<file path="config.mk">
export PLATFORM = sky130hd
export DESIGN_NAME = pipeline_hazard_controller
export DESIGN_NICKNAME = d
export VERILOG_FILES = /design/src/rtl/pipeline_hazard_controller_pkg.sv /design/src/rtl/pipeline_hazard_controller_forward_select.sv /design/src/rtl/pipeline_hazard_controller.sv
export SDC_FILE = /design/constraint.sdc
export NUM_CORES = 1
export LEC_CHECK = 0
export BUFFER_PORTS_ARGS = -buffer_cell sky130_fd_sc_hd__buf_2
export CELL_PAD_IN_SITES_DETAIL_PLACEMENT = 1
export CELL_PAD_IN_SITES_GLOBAL_PLACEMENT = 1
export CORE_UTILIZATION = 35
export CTS_CLUSTER_SIZE = 10
export DETAILED_ROUTE_END_ITERATION = 10
export PLACE_DENSITY = 0.83
export SLEW_MARGIN = 10
export SYNTH_ARGS = -nofsm -noshare
export SYNTH_HDL_FRONTEND = slang
export SYNTH_HIERARCHICAL = 1
export SYNTH_SLANG_ARGS = --single-unit
export TNS_END_PERCENT = 5
</file>
<file path="constraint.sdc">
create_clock -name Clk -period 2.02 [get_ports Clk]
set_input_delay 0.303 -clock Clk [delete_from_list [all_inputs] [get_ports Clk]]
set_output_delay 0.303 -clock Clk [all_outputs]
set_load 0.02 [all_outputs]
</file>
<file path="src/rtl/pipeline_hazard_controller_pkg.sv">
// rtl/pipeline_hazard_controller_pkg.sv - shared state and forwarding encodings for the hazard controller
package pipeline_hazard_controller_pkg;

  typedef enum logic [1:0] {
    ST_HOLD  = 2'd0,
    ST_RUN   = 2'd1,
    ST_LWAIT = 2'd2
  } state_t;

  localparam logic [1:0] FWD_RF  = 2'b00;
  localparam logic [1:0] FWD_EX  = 2'b01;
  localparam logic [1:0] FWD_MEM = 2'b10;
  localparam logic [1:0] FWD_WB  = 2'b11;

  // A stage can supply an operand only if it really writes a non-zero register.
  function automatic logic stage_match(input logic en, input logic [4:0] rd, input logic [4:0] src);
    return en && (rd != 5'd0) && (rd == src);
  endfunction

endpackage

</file>
<file path="src/rtl/pipeline_hazard_controller_forward_select.sv">
// rtl/pipeline_hazard_controller_forward_select.sv - operand source select, EX > MEM > WB > RF
module pipeline_hazard_controller_forward_select
  import pipeline_hazard_controller_pkg::*;
(
  input  logic [4:0] src,
  input  logic [4:0] ex_rd,
  input  logic       ex_rf_enable,
  input  logic       ex_load_instr,
  input  logic [4:0] mem_rd,
  input  logic       mem_rf_enable,
  input  logic [4:0] wb_rd,
  input  logic       wb_rf_enable,
  output logic [1:0] sel
);

  // Load data is not ready in EX; the bubble logic covers that case.
  always_comb begin
    sel = FWD_RF;
    if (stage_match(ex_rf_enable && !ex_load_instr, ex_rd, src)) begin
      sel = FWD_EX;
    end else if (stage_match(mem_rf_enable, mem_rd, src)) begin
      sel = FWD_MEM;
    end else if (stage_match(wb_rf_enable, wb_rd, src)) begin
      sel = FWD_WB;
    end
  end

endmodule

</file>
<file path="src/rtl/pipeline_hazard_controller.sv">
// rtl/pipeline_hazard_controller.sv - fetch hold, load-use bubbles, branch select and forwarding for a 5-stage MIPS pipe
module pipeline_hazard_controller
  import pipeline_hazard_controller_pkg::*;
#(
  parameter int RESET_HOLD_CYCLES = 2,
  parameter int LOAD_STALL_CYCLES = 1,
  parameter int CNT_W             = 16
) (
  input  logic             Clk,
  input  logic             Reset,
  input  logic [4:0]       id_rs,
  input  logic [4:0]       id_rt,
  input  logic             id_uses_rt,
  input  logic             id_ub_instr,
  input  logic             id_cond_taken,
  input  logic [4:0]       ex_rd,
  input  logic             ex_load_instr,
  input  logic             ex_rf_enable,
  input  logic [4:0]       mem_rd,
  input  logic             mem_rf_enable,
  input  logic [4:0]       wb_rd,
  input  logic             wb_rf_enable,
  output logic             pc_ld,
  output logic             npc_ld,
  output logic             ifid_ld,
  output logic             nop_sel,
  output logic             S,
  output logic [1:0]       fwd_a,
  output logic [1:0]       fwd_b,
  output logic [CNT_W-1:0] stall_count
);

  localparam int HW = (RESET_HOLD_CYCLES > 2) ? $clog2(RESET_HOLD_CYCLES) : 1;

  state_t        state, state_n;
  logic [HW-1:0] hold_cnt, hold_n;
  logic [3:0]    wait_cnt, wait_n;
  logic          loads, bubble, hazard;
  logic [1:0]    fwd_a_raw, fwd_b_raw;

  assign hazard = ex_load_instr && ex_rf_enable && (ex_rd != 5'd0) &&
                  ((ex_rd == id_rs) || (id_uses_rt && (ex_rd == id_rt)));

  always_ff @(posedge Clk) begin
    if (Reset) begin
      state       <= ST_HOLD;
      hold_cnt    <= HW'(RESET_HOLD_CYCLES - 1);
      wait_cnt    <= 4'd0;
      stall_count <= '0;
    end else begin
      state    <= state_n;
      hold_cnt <= hold_n;
      wait_cnt <= wait_n;
      if (bubble && (stall_count != '1)) begin
        stall_count <= stall_count + 1'b1;
      end
    end
  end

  always_comb begin
    state_n = state;
    hold_n  = hold_cnt;
    wait_n  = wait_cnt;
    loads   = 1'b0;
    nop_sel = 1'b1;
    S       = 1'b0;
    bubble  = 1'b0;
    case (state)
      ST_HOLD: begin
        if (hold_cnt == '0) begin
          state_n = ST_RUN;
        end else begin
          hold_n = hold_cnt - 1'b1;
        end
      end
      ST_RUN: begin
        if (hazard) begin
          bubble = 1'b1;
          if (LOAD_STALL_CYCLES > 1) begin
            state_n = ST_LWAIT;
            wait_n  = 4'(LOAD_STALL_CYCLES - 2);
          end
        end else begin
          loads   = 1'b1;
          nop_sel = 1'b0;
          S       = id_ub_instr || id_cond_taken;
        end
      end
      ST_LWAIT: begin
        bubble = 1'b1;
        if (wait_cnt == 4'd0) begin
          state_n = ST_RUN;
        end else begin
          wait_n = wait_cnt - 1'b1;
        end
      end
      default: state_n = ST_HOLD;
    endcase
    // Reset forces a safe pipeline regardless of the registered state.
    if (Reset) begin
      loads   = 1'b0;
      nop_sel = 1'b1;
      S       = 1'b0;
      bubble  = 1'b0;
    end
  end

  assign pc_ld   = loads;
  assign npc_ld  = loads;
  assign ifid_ld = loads;

  pipeline_hazard_controller_forward_select u_fwd_rs (
    .src           (id_rs),
    .ex_rd         (ex_rd),
    .ex_rf_enable  (ex_rf_enable),
    .ex_load_instr (ex_load_instr),
    .mem_rd        (mem_rd),
    .mem_rf_enable (mem_rf_enable),
    .wb_rd         (wb_rd),
    .wb_rf_enable  (wb_rf_enable),
    .sel           (fwd_a_raw)
  );

  pipeline_hazard_controller_forward_select u_fwd_rt (
    .src           (id_rt),
    .ex_rd         (ex_rd),
    .ex_rf_enable  (ex_rf_enable),
    .ex_load_instr (ex_load_instr),
    .mem_rd        (mem_rd),
    .mem_rf_enable (mem_rf_enable),
    .wb_rd         (wb_rd),
    .wb_rf_enable  (wb_rf_enable),
    .sel           (fwd_b_raw)
  );

  assign fwd_a = Reset ? FWD_RF : fwd_a_raw;
  assign fwd_b = Reset ? FWD_RF : fwd_b_raw;

endmodule

</file>
# Word level (Yosys, flattened, before mapping)
# Index checks and enable logic that the tools add are counted.
dict set report classes {
  add_sub_neg 3
  multipliers 0
  n_div 0
  n_lt_le_gt_ge 0
  n_eq_ne 11
  shifts 0
  mux 23
  bitwise_logic 2
  reduce_logical 25
}
# cell n
set op_table {}
lappend op_table {{5-bit == test} 6}
lappend op_table {{2-bit two-way mux} 10}
lappend op_table {{16-bit by 1-bit adder with 16-bit output (second input constant)} 1}
lappend op_table {{16-bit inequality test (second input constant)} 1}
lappend op_table {{1-bit logical AND} 15}
lappend op_table {{5-bit nonzero test} 3}
lappend op_table {{1-bit two-way mux} 11}
lappend op_table {{2-bit case mux with 3 select lines} 1}
lappend op_table {{4-bit zero test} 1}
lappend op_table {{2-bit inequality test (second input constant)} 2}
lappend op_table {{4-bit by 1-bit subtractor with 4-bit output (second input constant)} 1}
lappend op_table {{3-bit AND reduction} 1}
lappend op_table {{2-bit by 1-bit == test with 1-bit output (second input constant)} 1}
lappend op_table {{2-bit == test (second input constant)} 1}
lappend op_table {{2-bit zero test} 1}
lappend op_table {{1-bit logical OR} 2}
lappend op_table {{1-bit inverter} 2}
lappend op_table {{1-bit case mux with 2 select lines} 1}
lappend op_table {{2-bit AND reduction} 1}
lappend op_table {{1-bit zero test} 1}
lappend op_table {{1-bit subtractor (second input constant)} 1}
dict set report totals {
  regBits 23
  latch_bits 0
  ram_bits 0
  rom_bits 0
  output_inout_bits 25
  memories 0
}

# Logic depth before layout (Yosys ltp)
dict set report depth {
  ltp_word 8
  ltp_mapped 7
  mapped_depth_nobuf 6
}

# By module
# The synthesis kept the hierarchy.
# module n_inst cells_per_inst area_each_um2 seq_area_each_um2
set by_module_without_submodules {}
lappend by_module_without_submodules {pipeline_hazard_controller 1 135 1103.6 360.3}
lappend by_module_without_submodules {pipeline_hazard_controller_forward_select 2 33 229.0 0.0}

# Worst setup path after synthesis
# No wires, ideal clock.
dict set report synth_path {
  kind {input port to output port}
  from {input port ex_rd[4]}
  to {output port npc_ld}
  arrival_time_ps 1874
  t_required_ps 1717
  path_slack_ps -157
  stages 7
  path_buffers 2
  path_cell_list {xor2_1 > nor4_1 > a32oi_1 > buf_2 > o21ai_1 > inv_1 > buf_4}
}
dict set report synth_between {
  elab_chain_cells 7
  word_cells_on_any_way 10
  classes_between {eq/ne (2); mux (3); reduce/logical (5)}
}
# element line_no
set synth_rtl {}
lappend synth_rtl {{from (decl)} pipeline_hazard_controller.sv:16} ;# input logic [4:0] ex_rd,
lappend synth_rtl {{5-bit == test} pipeline_hazard_controller.sv:42} ;# ((ex_rd == id_rs) || (id_uses_rt && (ex_rd == id_rt)));
lappend synth_rtl {{1-bit logical AND} pipeline_hazard_controller.sv:42}
lappend synth_rtl {{1-bit logical OR} pipeline_hazard_controller.sv:42}
lappend synth_rtl {{1-bit logical AND (*)} pipeline_hazard_controller.sv:41} ;# assign hazard = ex_load_instr && ex_rf_enable && (ex_rd != 5'd0) &&
lappend synth_rtl {{1-bit two-way mux (*)} pipeline_hazard_controller.sv:77} ;# if (hazard) begin
lappend synth_rtl {{1-bit two-way mux (*)} pipeline_hazard_controller.sv:68} ;# case (state)
lappend synth_rtl {{1-bit two-way mux (*)} pipeline_hazard_controller.sv:100} ;# if (Reset) begin
lappend synth_rtl {{to (decl)} pipeline_hazard_controller.sv:24} ;# output logic npc_ld,
# Mark *: on every way between the ends. The rest lies on a longest branch, timed or not.

# Final worst setup path
dict set report layout_path {
  from {input port ex_rd[1]}
  to {output port npc_ld}
}
# The elaborated chain is that of the path after synthesis.

==> results.md <==
- Fmax: 0.510 GHz
- Worst vdd ir: 0.000301 V
- Mean post-synth cell area: 7.77 µm²
- Reg-to-reg endpoint: stall_count[9]
- Worst endpoint required time: 1.72 ns
- Utilization after layout: 51.9%
- Tot GR Track Use: 22.9%
- Die area: 4730 µm²
- Setup violators final: 0
- Core ar.: 4140 µm²
- Wire per inst: 15.8 µm
- Sequential area share after synthesis: 23.1%
- Layout cell share with drive strength beyond 1: 33.7%
- Synthesized flop and latch total: 18
- DRC viols: 0
- Worst-Margin Slew: 0.435 ns
- PortBufs: 58
- Initial Util: 37.7%
- CTS tree: done
- Synth Cell Area: 1560 µm²
- Final Hold Fails: 0
- HP Class: flop to flop
- Fin nets: 315
- Commonest non-fill, non-tap cell in the layout: buf_2
- Final min period: 1.96 ns
- GPL Wtd Cong: 0.840
- Final wirelength: 5.18 mm
- Total grt overflow: 0
- Relative slew margins: 70.7%
- Num rows: 23
- R2r setup slk: 0.08 ns
- Cell area power density: 422 nW/µm²
- Initial DRC count: 59
- DR vias/cell: 5.69
- Hold_ws: 0.463 ns
- # IOs: 59
- Clock Tree Buf Depth: 2
- Library cells used by synthesis: 40
- Clk_skew: 0.00260 ns
- Number of global-route vias before repair: 1,839
- Hold path startpoint: hold_cnt
- Worst-path clk slew: 0.07 ns
- Worst Hold Depth: 1
- Leakage power: 0.885 nW
- Crit start category: input pin
- TritonCTS buffer count: 3
- Synth top area share: 23.1%
- Final period util: 97.0%
- Synthesized Nets: 236
- Final Max Slew Viols: 0
- Total number of vias: 1,873
- Largest net degree at the start of global routing: 23
- Worst R2R Path Depth: 6
- Leading area contributor after synthesis: dfxtp_1
- Nature of the critical path endpoint: output pin
- Synth top area cells: dfxtp_1 (23%), xor2_1 (13%), xnor2_1 (6.2%)
- Setup TNS: 0 ns
- PnR Total Power: 0.906 mW
- Final setup margin: 0.0597 ns
- Die W: 68.8 µm
- Status: finished, final reports clean
- Max-Cap Viols: 0
- Area delta synth->final: 37.7%
- First-pass GRT wire length: 8.16 mm
- DRT antenna net count: 0
- Antenna violations before repair: 0
- H-tree Lvls: 1
- Number of synthesized flops with an enable pin: 0
- RSZ-0062 raised after global routing: yes
- CTS sink count: 18
- Hold Path End: state[0]
- Insertion delay to the later sink of the worst-skew pair: 0.26 ns
- Antenna diodes: 0
- Critical path type: input pin to output pin
- Synth Warn #: 6
- Critical path arrival: 1.66 ns
- Most frequent cells in the layout: buf_2 (58), xor2_1 (23), buf_4 (23)
- DPL Wire Length: 4.07 mm
- Critical Path Fanout Max: 3
- Critical register-to-register path startpoint: state[0]
- CTS root buf: clkbuf_8
- Synth async-reset ratio: 0%
- Main synth FF type: dfxtp_1
- Gate Count Post-Synth: 201
- Die height: 68.8 µm
- Dpl ws: -0.0450 ns
- Pre-Repair DR Iteration Count: 4
## metal layers
metal | up-vias | global-route usage (%) | wire (µm)
met5 | - | 0 | 0
met4 | 0 | 7.91 | 87
met3 | 8 | 2.30 | 148
met2 | 49 | 41.4 | 2610
met1 | 902 | 27.9 | 2340
li1 | 914 | - | -
## power breakdown
group          switching, mW  internal [mW]  total [mW]
Combinational          0.136          0.104       0.240
Clock                  0.130          0.173       0.304
Sequential           0.00425          0.358       0.362
Total                  0.271          0.635       0.906
## cell type report
class                   count  area, µm²
inverters                   5       18.8
repair buffers             81        463
flip-flops and latches     18        360
multi-input cells         171       1190
well taps                  50       62.6
clock buffers               4       55.1
fillers                   537       1990
## worst max-delay path, stage by stage
cell and delay (ns):
buf_2 0.12, xor2_1 0.17, nor4_2 0.28, a32oi_1 0.18, buf_4 0.18, o21ai_4 0.18, inv_1 0.08, buf_2 0.16
## what timing repair did
item	in CTS	in global routing
gates cloned	0	0
resized for setup	1	8
pin swaps	0	3
hold buffers	0	0
setup buffers	0	1
endpoints found under the setup margin	3	14
## cells in the mapped netlist, types with 3 or more instances
cell type / n
nand2_1: 16
or2_0: 4
and4_1: 3
nor2_1: 10
o21ai_0: 4
xor2_1: 23
nand4_1: 13
o31ai_1: 9
inv_1: 5
clkbuf_1: 3
nor3_1: 5
o21ai_1: 3
dfxtp_1: 18
nor4_1: 10
xnor2_1: 11
or4_1: 9
nor2b_1: 9
or3_1: 3
a21oi_1: 12
## registers in the layout, indices dropped and copies added, names as in the netlist
| register | cells |
|---|---|
| stall_count | 16 |
| hold_cnt | 1 |
| state | 1 |
## how the worst max path moves through the flow
stage | from | end | slack, ns | cells past startpoint
final | ex_rd[1] | npc_ld | 0.06 | 8
after global routing | id_rt[4] | fwd_b[0] | -0.03 | 8
after CTS | state[0] | stall_count[6] | 0.008 | 5
after detailed placement | ex_rd[4] | stall_count[0] | -0.04 | 7
after global placement | ex_rd[4] | stall_count[0] | 0.001 | 7
after floorplan | ex_rd[4] | npc_ld | 0.02 | 7
## through the flow
| step | area (µm²) | instances |
|---|---|---|
| final | 2150 | 329 |
| after global routing | 2150 | 329 |
| after CTS | 2110 | 328 |
| after detailed placement | 2050 | 324 |
| after global placement | 2050 | 324 |
| after floorplan | 1570 | 201 |
## cells by family after synthesis
kind of cell,after synthesis,share of synthesized area (%)
compound gates,41,17.2
xor+xnor,34,19.1
fa+ha+maj,1,0.801
buf+inv,12,3.53
flops,18,23.1
mux,3,2.08
simple gates,92,34.2
Power figures use the tool's default switching activity.
